File: src/rtl/fp_pkg.sv
// Shared definitions for the sequential FP divider: FSM states,
// IEEE-754 binary32 constants and the bit positions inside fflags.
package fp_pkg;

  typedef enum logic [1:0] {
    S_IDLE  = 2'd0,
    S_ITER  = 2'd1,
    S_ROUND = 2'd2,
    S_DONE  = 2'd3
  } div_state_t;

  localparam logic [31:0] FP_CANON_NAN = 32'h7FC00000;
  localparam int          FP_BIAS      = 127;

  // Positions inside the {NV, DZ, OF, UF, NX} flag vector
  localparam int FLAG_NV = 4;
  localparam int FLAG_DZ = 3;
  localparam int FLAG_OF = 2;
  localparam int FLAG_UF = 1;
  localparam int FLAG_NX = 0;

endpackage

File: src/rtl/fp_div_round.sv
// Combinational normalise / round-to-nearest-even / pack stage of the
// divider. Takes the raw 26-bit quotient, a remainder-nonzero sticky
// indication, the biased exponent and the sign. Flag outputs exist only
// when FP_DIV_FLAGS_EN is defined; otherwise fflags is constant zero.
module fp_div_round
  import fp_pkg::*;
(
  input  logic              [25:0] q,
  input  logic                     rem_nz,
  input  logic signed       [9:0]  exp_in,
  input  logic                     sign,
  output logic              [31:0] result,
  output logic              [4:0]  fflags
);

  logic [22:0]        frac;
  logic [23:0]        sum;
  logic               g;
  logic               s;
  logic               inc;
  logic signed [9:0]  e;

  // Normalise on the quotient MSB, round, then saturate to inf or flush to zero
  always_comb begin
    frac   = '0;
    g      = 1'b0;
    s      = 1'b0;
    e      = exp_in;
    inc    = 1'b0;
    sum    = '0;
    result = '0;
    fflags = '0;
    if (q[25]) begin
      frac = q[24:2];
      g    = q[1];
      s    = q[0] | rem_nz;
    end else begin
      frac = q[23:1];
      g    = q[0];
      s    = rem_nz;
      e    = exp_in - 10'sd1;
    end
    inc = g & (s | frac[0]);
    sum = {1'b0, frac} + {23'd0, inc};
    if (sum[23]) begin
      e = e + 10'sd1;
    end
    if (e >= 10'sd255) begin
      result = {sign, 8'hFF, 23'd0};
`ifdef FP_DIV_FLAGS_EN
      fflags[FLAG_OF] = 1'b1;
      fflags[FLAG_NX] = 1'b1;
`endif
    end else if (e <= 10'sd0) begin
      result = {sign, 31'd0};
`ifdef FP_DIV_FLAGS_EN
      fflags[FLAG_UF] = 1'b1;
      fflags[FLAG_NX] = 1'b1;
`endif
    end else begin
      result = {sign, e[7:0], sum[22:0]};
`ifdef FP_DIV_FLAGS_EN
      fflags[FLAG_NX] = g | s;
`endif
    end
  end

endmodule

File: src/rtl/fp_div_seq.sv
// Sequential binary32 divider (fdiv.s) with start/busy/done handshake.
// Restoring division produces one quotient bit per cycle; special
// operands finish in a single cycle. Optional macro FP_DIV_FLAGS_EN
// enables exception flag generation; without it fflags reads zero.
module fp_div_seq
  import fp_pkg::*;
#(
  parameter int ITERS = 26
) (
  input  logic        clk,
  input  logic        rst_n,
  input  logic        start,
  input  logic        flush,
  input  logic [31:0] a,
  input  logic [31:0] b,
  output logic        busy,
  output logic        done,
  output logic [31:0] result,
  output logic [4:0]  fflags
);

  localparam logic [4:0] LAST_ITER = 5'(ITERS - 1);

  div_state_t         state;
  logic [4:0]         cnt;
  logic [25:0]        q;
  logic [24:0]        rem;
  logic [23:0]        mb;
  logic signed [9:0]  exp_q;
  logic               sign_q;

  logic               a_zero, a_inf, a_nan;
  logic               b_zero, b_inf, b_nan;
  logic               special;
  logic [31:0]        sp_res;
  logic [4:0]         sp_flags;
  logic signed [9:0]  exp_calc;
  logic               ge;
  logic [24:0]        rem_sel;
  logic [24:0]        rem_next;
  logic [31:0]        rnd_res;
  logic [4:0]         rnd_flags;

  // Subnormals count as zero: any zero exponent field is classified as zero
  assign a_zero = (a[30:23] == 8'h00);
  assign b_zero = (b[30:23] == 8'h00);
  assign a_inf  = (a[30:23] == 8'hFF) && (a[22:0] == 23'd0);
  assign b_inf  = (b[30:23] == 8'hFF) && (b[22:0] == 23'd0);
  assign a_nan  = (a[30:23] == 8'hFF) && (a[22:0] != 23'd0);
  assign b_nan  = (b[30:23] == 8'hFF) && (b[22:0] != 23'd0);

  assign exp_calc = {2'b00, a[30:23]} - {2'b00, b[30:23]} + 10'(FP_BIAS);

  // Resolve special operand combinations in priority order
  always_comb begin
    special  = 1'b1;
    sp_res   = '0;
    sp_flags = '0;
    if (a_nan || b_nan || (a_zero && b_zero) || (a_inf && b_inf)) begin
      sp_res = FP_CANON_NAN;
`ifdef FP_DIV_FLAGS_EN
      sp_flags[FLAG_NV] = (a_nan && !a[22]) || (b_nan && !b[22]) ||
                          (a_zero && b_zero) || (a_inf && b_inf);
`endif
    end else if (b_zero && !a_inf) begin
      sp_res = {a[31] ^ b[31], 8'hFF, 23'd0};
`ifdef FP_DIV_FLAGS_EN
      sp_flags[FLAG_DZ] = 1'b1;
`endif
    end else if (a_inf) begin
      sp_res = {a[31] ^ b[31], 8'hFF, 23'd0};
    end else if (a_zero || b_inf) begin
      sp_res = {a[31] ^ b[31], 31'd0};
    end else begin
      special = 1'b0;
    end
  end

  // One restoring-division step: subtract when possible, then shift left
  always_comb begin
    ge       = (rem >= {1'b0, mb});
    rem_sel  = ge ? (rem - {1'b0, mb}) : rem;
    rem_next = rem_sel << 1;
  end

  fp_div_round u_round (
    .q      (q),
    .rem_nz (rem != 25'd0),
    .exp_in (exp_q),
    .sign   (sign_q),
    .result (rnd_res),
    .fflags (rnd_flags)
  );

  // Control FSM with registered handshake outputs; flush aborts from any state
  always_ff @(posedge clk or negedge rst_n) begin
    if (!rst_n) begin
      state  <= S_IDLE;
      cnt    <= '0;
      q      <= '0;
      rem    <= '0;
      mb     <= '0;
      exp_q  <= '0;
      sign_q <= 1'b0;
      busy   <= 1'b0;
      done   <= 1'b0;
      result <= '0;
      fflags <= '0;
    end else if (flush) begin
      state <= S_IDLE;
      busy  <= 1'b0;
      done  <= 1'b0;
    end else begin
      case (state)
        S_IDLE: begin
          if (start) begin
            busy   <= 1'b1;
            sign_q <= a[31] ^ b[31];
            if (special) begin
              result <= sp_res;
              fflags <= sp_flags;
              done   <= 1'b1;
              state  <= S_DONE;
            end else begin
              rem   <= {2'b01, a[22:0]};
              mb    <= {1'b1, b[22:0]};
              exp_q <= exp_calc;
              q     <= '0;
              cnt   <= '0;
              state <= S_ITER;
            end
          end
        end
        S_ITER: begin
          q   <= {q[24:0], ge};
          rem <= rem_next;
          cnt <= cnt + 5'd1;
          if (cnt == LAST_ITER) begin
            state <= S_ROUND;
          end
        end
        S_ROUND: begin
          result <= rnd_res;
          fflags <= rnd_flags;
          done   <= 1'b1;
          state  <= S_DONE;
        end
        S_DONE: begin
          done  <= 1'b0;
          busy  <= 1'b0;
          state <= S_IDLE;
        end
        default: state <= S_IDLE;
      endcase
    end
  end

endmodule

File: config.mk
export PLATFORM = sky130hd
export DESIGN_NAME = fp_div_seq
export DESIGN_NICKNAME = d
export VERILOG_FILES = /design/src/rtl/fp_pkg.sv /design/src/rtl/fp_div_round.sv /design/src/rtl/fp_div_seq.sv
export SDC_FILE = /design/constraint.sdc
export NUM_CORES = 1
export LEC_CHECK = 0
export ABC_CLOCK_PERIOD_IN_PS = 3660
export CAP_MARGIN = 5
export CORE_MARGIN = 2
export CORE_UTILIZATION = 45
export DETAILED_ROUTE_END_ITERATION = 6
export PLACE_DENSITY_LB_ADDON = 0.12
export SLEW_MARGIN = 10
export SYNTH_ARGS = -nofsm -noshare
export SYNTH_HDL_FRONTEND = slang
export SYNTH_SLANG_ARGS = --single-unit
export TNS_END_PERCENT = 1
File: constraint.sdc
create_clock -name clk -period 3.66 [get_ports clk]
set_input_delay 0.366 -clock clk [delete_from_list [all_inputs] [get_ports clk]]
set_output_delay 0.366 -clock clk [all_outputs]
set_load 0.05 [all_outputs]
-- Word level (Yosys, flattened, before mapping)
Cells that the tools add are included.
- bits in registers: 132
- bits of input ports: 68
- word-level logic and storage cells: 113
- $add $sub $neg: 7
- magnitude comparators: 3
- equal/unequal tests: 12
- mux-type cells: 43
- bitwise operators: 6
- reduce and logical (&&, ||, !) cells: 31
- operators with widths (operator ; count):
    $mux 32 ; 6
    $pmux 32 s2 ; 1
    $mux 31 ; 2
    $mux 26 ; 2
    $pmux 26 s2 ; 1
    $mux 25 ; 2
    $pmux 25 s2 ; 1
    $logic_not 23->1 ; 2
    $reduce_bool 23->1 ; 2
    $ge 25x24->1 ; 1
    $reduce_bool 25->1 ; 1
    $add 23x1->24 ; 1
    $mux 24 ; 1
    $sub 24x24->24 ; 1
    $mux 23 ; 1
    $mux 10 ; 2
    $mux 5 ; 4
    $pmux 5 s2 ; 2
    $eq 8x8->1 const B ; 2
    $logic_not 8->1 ; 2
    $reduce_and 4->1 ; 3
    $mux 1 ; 11
    $add 10x2->10 const B ; 1
    $add 9x8->10 const B ; 1
    27 further kinds ; 49

-- Longest topological paths before layout
- depth after elaboration: 11
- depth in mapped cells: 17
- mapped depth without buffers: 12

-- By module
A second synthesis with hierarchy kept.
- cell total of the unflattened synthesis: 1129
- area total of the unflattened synthesis: 9618.0 um^2
- by module, submodules not included (module ; times used ; cells an instance ; area each (um^2) ; sequential area each (um^2)):
    fp_div_seq ; 1 ; 833 ; 7518.5 ; 3303.2
    fp_div_round ; 1 ; 296 ; 2099.5 ; 0.0

-- Least setup slack after synthesis
OpenSTA, ideal clock, no wires.
- path kind: register -> register
- start: register q[25]
- end: register result[22]
- library setup time: 0.132 ns
- arrival time: 3.618 ns
- path slack: -0.090 ns
- stages on the path, launching flop included: 17
- path buffers: 6
- period minus slack after synthesis: 3.750 ns
- cells stage by stage: dfrtp_1 > buf_6 > buf_2 > buf_1 > clkbuf_1 > clkbuf_1 > mux2_2 > ha_1 > and3_1 > and3_1 > o211a_1 > clkbuf_1 > and4_1 > a211oi_1 > a31oi_1 > o2111ai_1 > o21ai_1
- cells in the longest elaborated chain, start to end: 9
- RTL lines (item ; RTL line ; text):
    start: declaration ; fp_div_seq.sv:26 ; logic [25:0] q;
    start signal: assignment ; fp_div_seq.sv:135 ; q <= {q[24:0], ge};
    $mux 1 / $mux 23 (equally long branches) ; fp_div_round.sv:33 ; if (q[25]) begin
    $or 1x1->1 ; fp_div_round.sv:43 ; inc = g & (s | frac[0]);
    $and 1x1->1 ; fp_div_round.sv:43 ;
    $add 23x1->24 ; fp_div_round.sv:44 ; sum = {1'b0, frac} + {23'd0, inc};
    $mux 10 ; fp_div_round.sv:45 ; if (sum[23]) begin
    $le 10x1->1 ; fp_div_round.sv:54 ; end else if (e <= 10'sd0) begin
    $mux 31 ; fp_div_round.sv:54 ;
    $mux 31 (*) ; fp_div_round.sv:48 ; if (e >= 10'sd255) begin
    $pmux 32 s2 (*) ; fp_div_seq.sv:114 ; case (state)
    end signal: assignment ; fp_div_seq.sv:120 ; result <= sp_res;
    end signal: assignment ; fp_div_seq.sv:143 ; result <= rnd_res;
    end: declaration ; fp_div_seq.sv:18 ; output logic [31:0] result,
Every way passes the cells marked *; elsewhere a longest branch is shown, timed or not.
A chain may end at the register's enable or synchronous reset.

-- Final worst setup path
- start: register rem[18]
- end: register rem[19]
- cells in the longest elaborated chain, start to end: 3
- RTL lines (item ; RTL line ; text):
    start: declaration ; fp_div_seq.sv:27 ; logic [24:0] rem;
    start signal: assignment ; fp_div_seq.sv:125 ; rem <= {2'b01, a[22:0]};
    start signal: assignment ; fp_div_seq.sv:136 ; rem <= rem_next;
    $sub 24x24->24 / $ge 25x24->1 (equally long branches) ; fp_div_seq.sv:82, fp_div_seq.sv:81 ;
    $mux 24 (*) ; fp_div_seq.sv:82 ; rem_sel = ge ? (rem - {1'b0, mb}) : rem;
    $pmux 25 s2 (*) ; fp_div_seq.sv:114 ;
Marks and branches as above.

==> impl_metrics.py <==
metrics = {
    "logic_synthesis": {
        "cell_area_synth_um2": 9420,
        "synth-seq-area-share": 0.337,
        "yosys_warnings": 0,
        "yosys_most_used_dff": "dfrtp_1",
        "syn-mean-instance-area_um2": 8.10,
        "synth_edf_count": 0,
        "count_of_distinct_cell_types_in_the_synthesized_netlist": 76,
        "post_synth_inst_count": 1163,
        "ff_latch_count_synth": 127,
        "synth_async_sr_flop_share": 1.00,
    },
    "place": {
        "place_area_um2": 10700,
        "port-buffer-count": 101,
        "dp_cells": 1494,
        "pre_cts_ws_ps": 225,
        "half_perimeter_wire_length_after_detailed_placement_um": 19600,
        "finalWeightedCongestion": 0.883,
    },
    "floorplanning": {
        "number_of_placement_rows": 52,
        "die_area_um2": 22100,
        "dieWidth_um": 149,
        "fp.dieH_um": 149,
        "io_pins": 107,
        "effective_utilization_at_floorplan": 0.463,
        "core-area_um2": 20400,
    },
    "setup_path": {
        "critPathLaunchType": "flip-flop",
        "timing.critical_path.to": "rem[19]$_DFFE_PN0P_",
        "timing.critical_path.mode_cell": "nor4_1",
        "worstSetupPathType": "flip-flop to flip-flop",
        "crit_cells": 9,
        "timing.critical_path.from": "rem[18]$_DFFE_PN0P_",
        "reg2reg_to": "rem[19]$_DFFE_PN0P_",
        "worstReg2RegStart": "rem[18]$_DFFE_PN0P_",
        "critical_path.endpoint_type": "flip-flop",
        "reg2reg_slack_ps": 240,
        "crit_path_max_incr_delay_ps": 520,
        "worst_r2r_path_depth": 9,
        "critPathMaxFanout": 9,
        "cp_cell_sequence": "ha_1 -> and4_1 -> nand3_1 -> nor4_1 -> a211oi_1 -> o21ai_1 -> nand2_1 -> nor4_1 -> o41ai_1",
        "worstPathRequired_ps": 3930,
        "arrival_worst_endpoint_ps": 3690,
        "critical_path_cell_with_the_highest_stage_delay": "nor4_1",
        "path_delay_family": "simple AND/OR/NAND/NOR gates",
        "critical_path_buf_inv_count": 0,
    },
    "pwr": {
        "power.clock.fraction": 0.205,
        "power.density_cell_area_nw_per_um2": 842,
        "total_switching_power_mw": 4.37,
        "pwr-share-seq": 0.226,
        "power.switching_fraction": 0.455,
        "p_leak_nw": 4.75,
        "pwr-share-comb": 0.569,
        "p_int_mw": 5.23,
        "worst_ir_drop_vdd_mv": 0.530,
        "power.total_mw": 9.60,
    },
    "timing": {
        "post_route_setup_slack_ps": 238,
        "timing_hold_violations_final": 9,
        "tightest_slew_ps": 808,
        "setup_viol": 0,
        "rsz_0062_raised_after_global_routing": "false",
        "max_clock_freq_mhz": 292,
        "finalHoldWorstSlack_ps": -13.3,
        "timing.final.max_slew_violations": 0,
        "finalSetupTns_ps": 0,
        "period_minus_slack_ps": 3420,
        "layout_worst_path_cycle_share": 0.935,
        "maxSlewHeadroom": 0.462,
        "finClkSkew_ps": 12.9,
    },
    "routing": {
        "drt_iter0_markers": 576,
        "drtAntennaViolNets": 0,
        "via_per_inst": 5.66,
        "wl_per_cell_um": 17.2,
        "dr.pass1.iters": 5,
        "route.final.wire_length_um": 26200,
        "overall_via_count_from_detail_route": 8638,
        "route.detailed.drc": 0,
    },
    "finish": {
        "layout-area-overhead-vs-synth_pct": 21.1,
        "nets": 1355,
        "finish.instance_area_um2": 11400,
        "diodes": 0,
        "instances_no_fill": 1526,
        "drive_above_1_share": 0.0717,
        "n_fill_cell": 1933,
    },
    "clock_network": {
        "clock_insertion_delay_worst_skew_ps": 430,
        "clock_tree.root_cell": "clkbuf_16",
        "tritoncts_num_sinks": 127,
        "cts_inserted_buffers": 17,
        "cts_tree": "yes",
        "ctsHtreeMaxLevel": 4,
        "cts_buffer_depth": 2,
        "cts_post_setup_buffers_inserted": 0,
        "clk_pin_slew_ps": 60,
    },
    "global_routing": {
        "grt_start_max_net_pins": 79,
        "grt_remaining_overflow": 0,
        "grt_pass1_wl_um": 43800,
        "global_route_usage_over_all_layers": 0.248,
        "grt_antenna_before_repair": 0,
        "grt_pass1_vias": 8563,
    },
    "outcome": {
        "violated_checks": "hold timing",
        "status": "finished, violations left",
    },
    "job": {
        "max-cap-violations": 0,
    },
    "worst_hold_path": {
        "worstHoldPathType": "input pin to async pin",
    },
}
==> stage by stage <==
stage,hold WS (ps),utilization
detailed placement,466,0.526
finish,-13.3,0.560
CTS,14.8,0.560
floorplan,70.4,-
global placement,465,0.526
global route,41.3,0.560
==> power by group through the flow <==
stage,Sequential (mW),Clock [mW],Combinational (mW)
after floorplan,2.19,0,3.89
after global placement,2.19,0,5.32
after detailed placement,2.19,0,5.38
after CTS,2.17,1.99,5.42
after global routing,2.22,2.06,6.05
final,2.17,1.97,5.46
==> cells in the final DEF, fill, tap and decap left out, drive strengths merged, types with 23 or more instances in the layout <==
master and instances:
a21oi 48, nor3 23, ha 42, xor2 27, xnor2 44, dfrtp 127, buf 30, inv 58
nor2 54, clkdlybuf4s50 100, nor4 28, nand3 69, nand2 181, o21ai 111
==> Yosys cell counts, types with 11 or more instances <==
library cell	number	area share
a211oi_1	11	0.0088
a21o_1	11	0.0088
a21oi_1	48	0.026
and2_1	11	0.0073
and3_1	18	0.012
buf_2	11	0.0058
clkbuf_1	50	0.020
dfrtp_1	127	0.34
ha_1	42	0.056
inv_1	55	0.022
mux2i_1	22	0.023
nand2_1	181	0.072
nand2b_1	13	0.0086
nand3_1	69	0.037
nand3b_1	15	0.012
nand4_1	14	0.0093
nor2_1	54	0.022
nor2b_1	13	0.0086
nor3_1	23	0.012
nor3b_1	12	0.0096
nor4_1	28	0.019
o2111ai_1	13	0.012
o211ai_1	20	0.016
o21ai_0	86	0.046
o21ai_1	25	0.013
xnor2_1	43	0.040
xor2_1	27	0.025
==> state kept, by name, summed over array words and instances (netlist names) <==
signal / flops
sign_q: 1
cnt: 5
busy: 1
mb: 24
result: 32
done: 1
q: 26
exp_q: 10
state: 2
rem: 25
==> kinds of logic after synthesis <==
logic type	after synthesis	synth area share
AND/OR/NAND/NOR	481	0.254
AO/OA/AOI/OAI	285	0.197
buffers and inverters	129	0.0575
flip-flops	127	0.337
XOR/XNOR	71	0.0668
adder cells (fa/ha/maj)	44	0.0600
multiplexers	25	0.0270
other	1	0.000398
==> per-layer routing <==
metal  part of all wire  global-route usage
met5                  0                   0
met4              0.033              0.0957
met3              0.029              0.0377
met2               0.49               0.422
met1               0.45               0.318
==> how the worst min path moves through the flow <==
stage          startpoint                      to  slack [ps]  cells past startpoint
3_5_place_dp        rst_n  result[30]$_DFFE_PN0P_         470                      1
6_report            rst_n  result[30]$_DFFE_PN0P_         -10                      1
4_1_cts             rst_n  result[30]$_DFFE_PN0P_          10                      1
5_1_grt             rst_n  result[30]$_DFFE_PN0P_          40                      1
2_1_floorplan       rst_n        busy$_DFFE_PN0P_          70                      0
3_3_place_gp        rst_n  result[28]$_DFFE_PN0P_         460                      1
==> layout make-up <==
type,instances,area [µm²],area share
Sequential cell,127,3180,0.279
Clock inverter,11,201,0.0177
Timing Repair Buffer,130,1250,0.110
Clock buffer,21,480,0.0421
Tap cell,270,338,0.0296
Inverter,56,210,0.0184
Multi-Input combinational cell,911,5750,0.504
==> worst register-to-register path, delay by kind of cell, from the launching register on <==
kind	cells	cell delay [ps]
adder cells (fa/ha/maj)	1	480
AO/OA/AOI/OAI	3	690
AND/OR/NAND/NOR	5	1680
flip-flops	1	430
==> timing repair <==
action                                  CTS  global route
hold buffers                              0             0
resized for setup                         0             3
endpoints found under the setup margin    0            24
(Power assumes the default switching activity.)
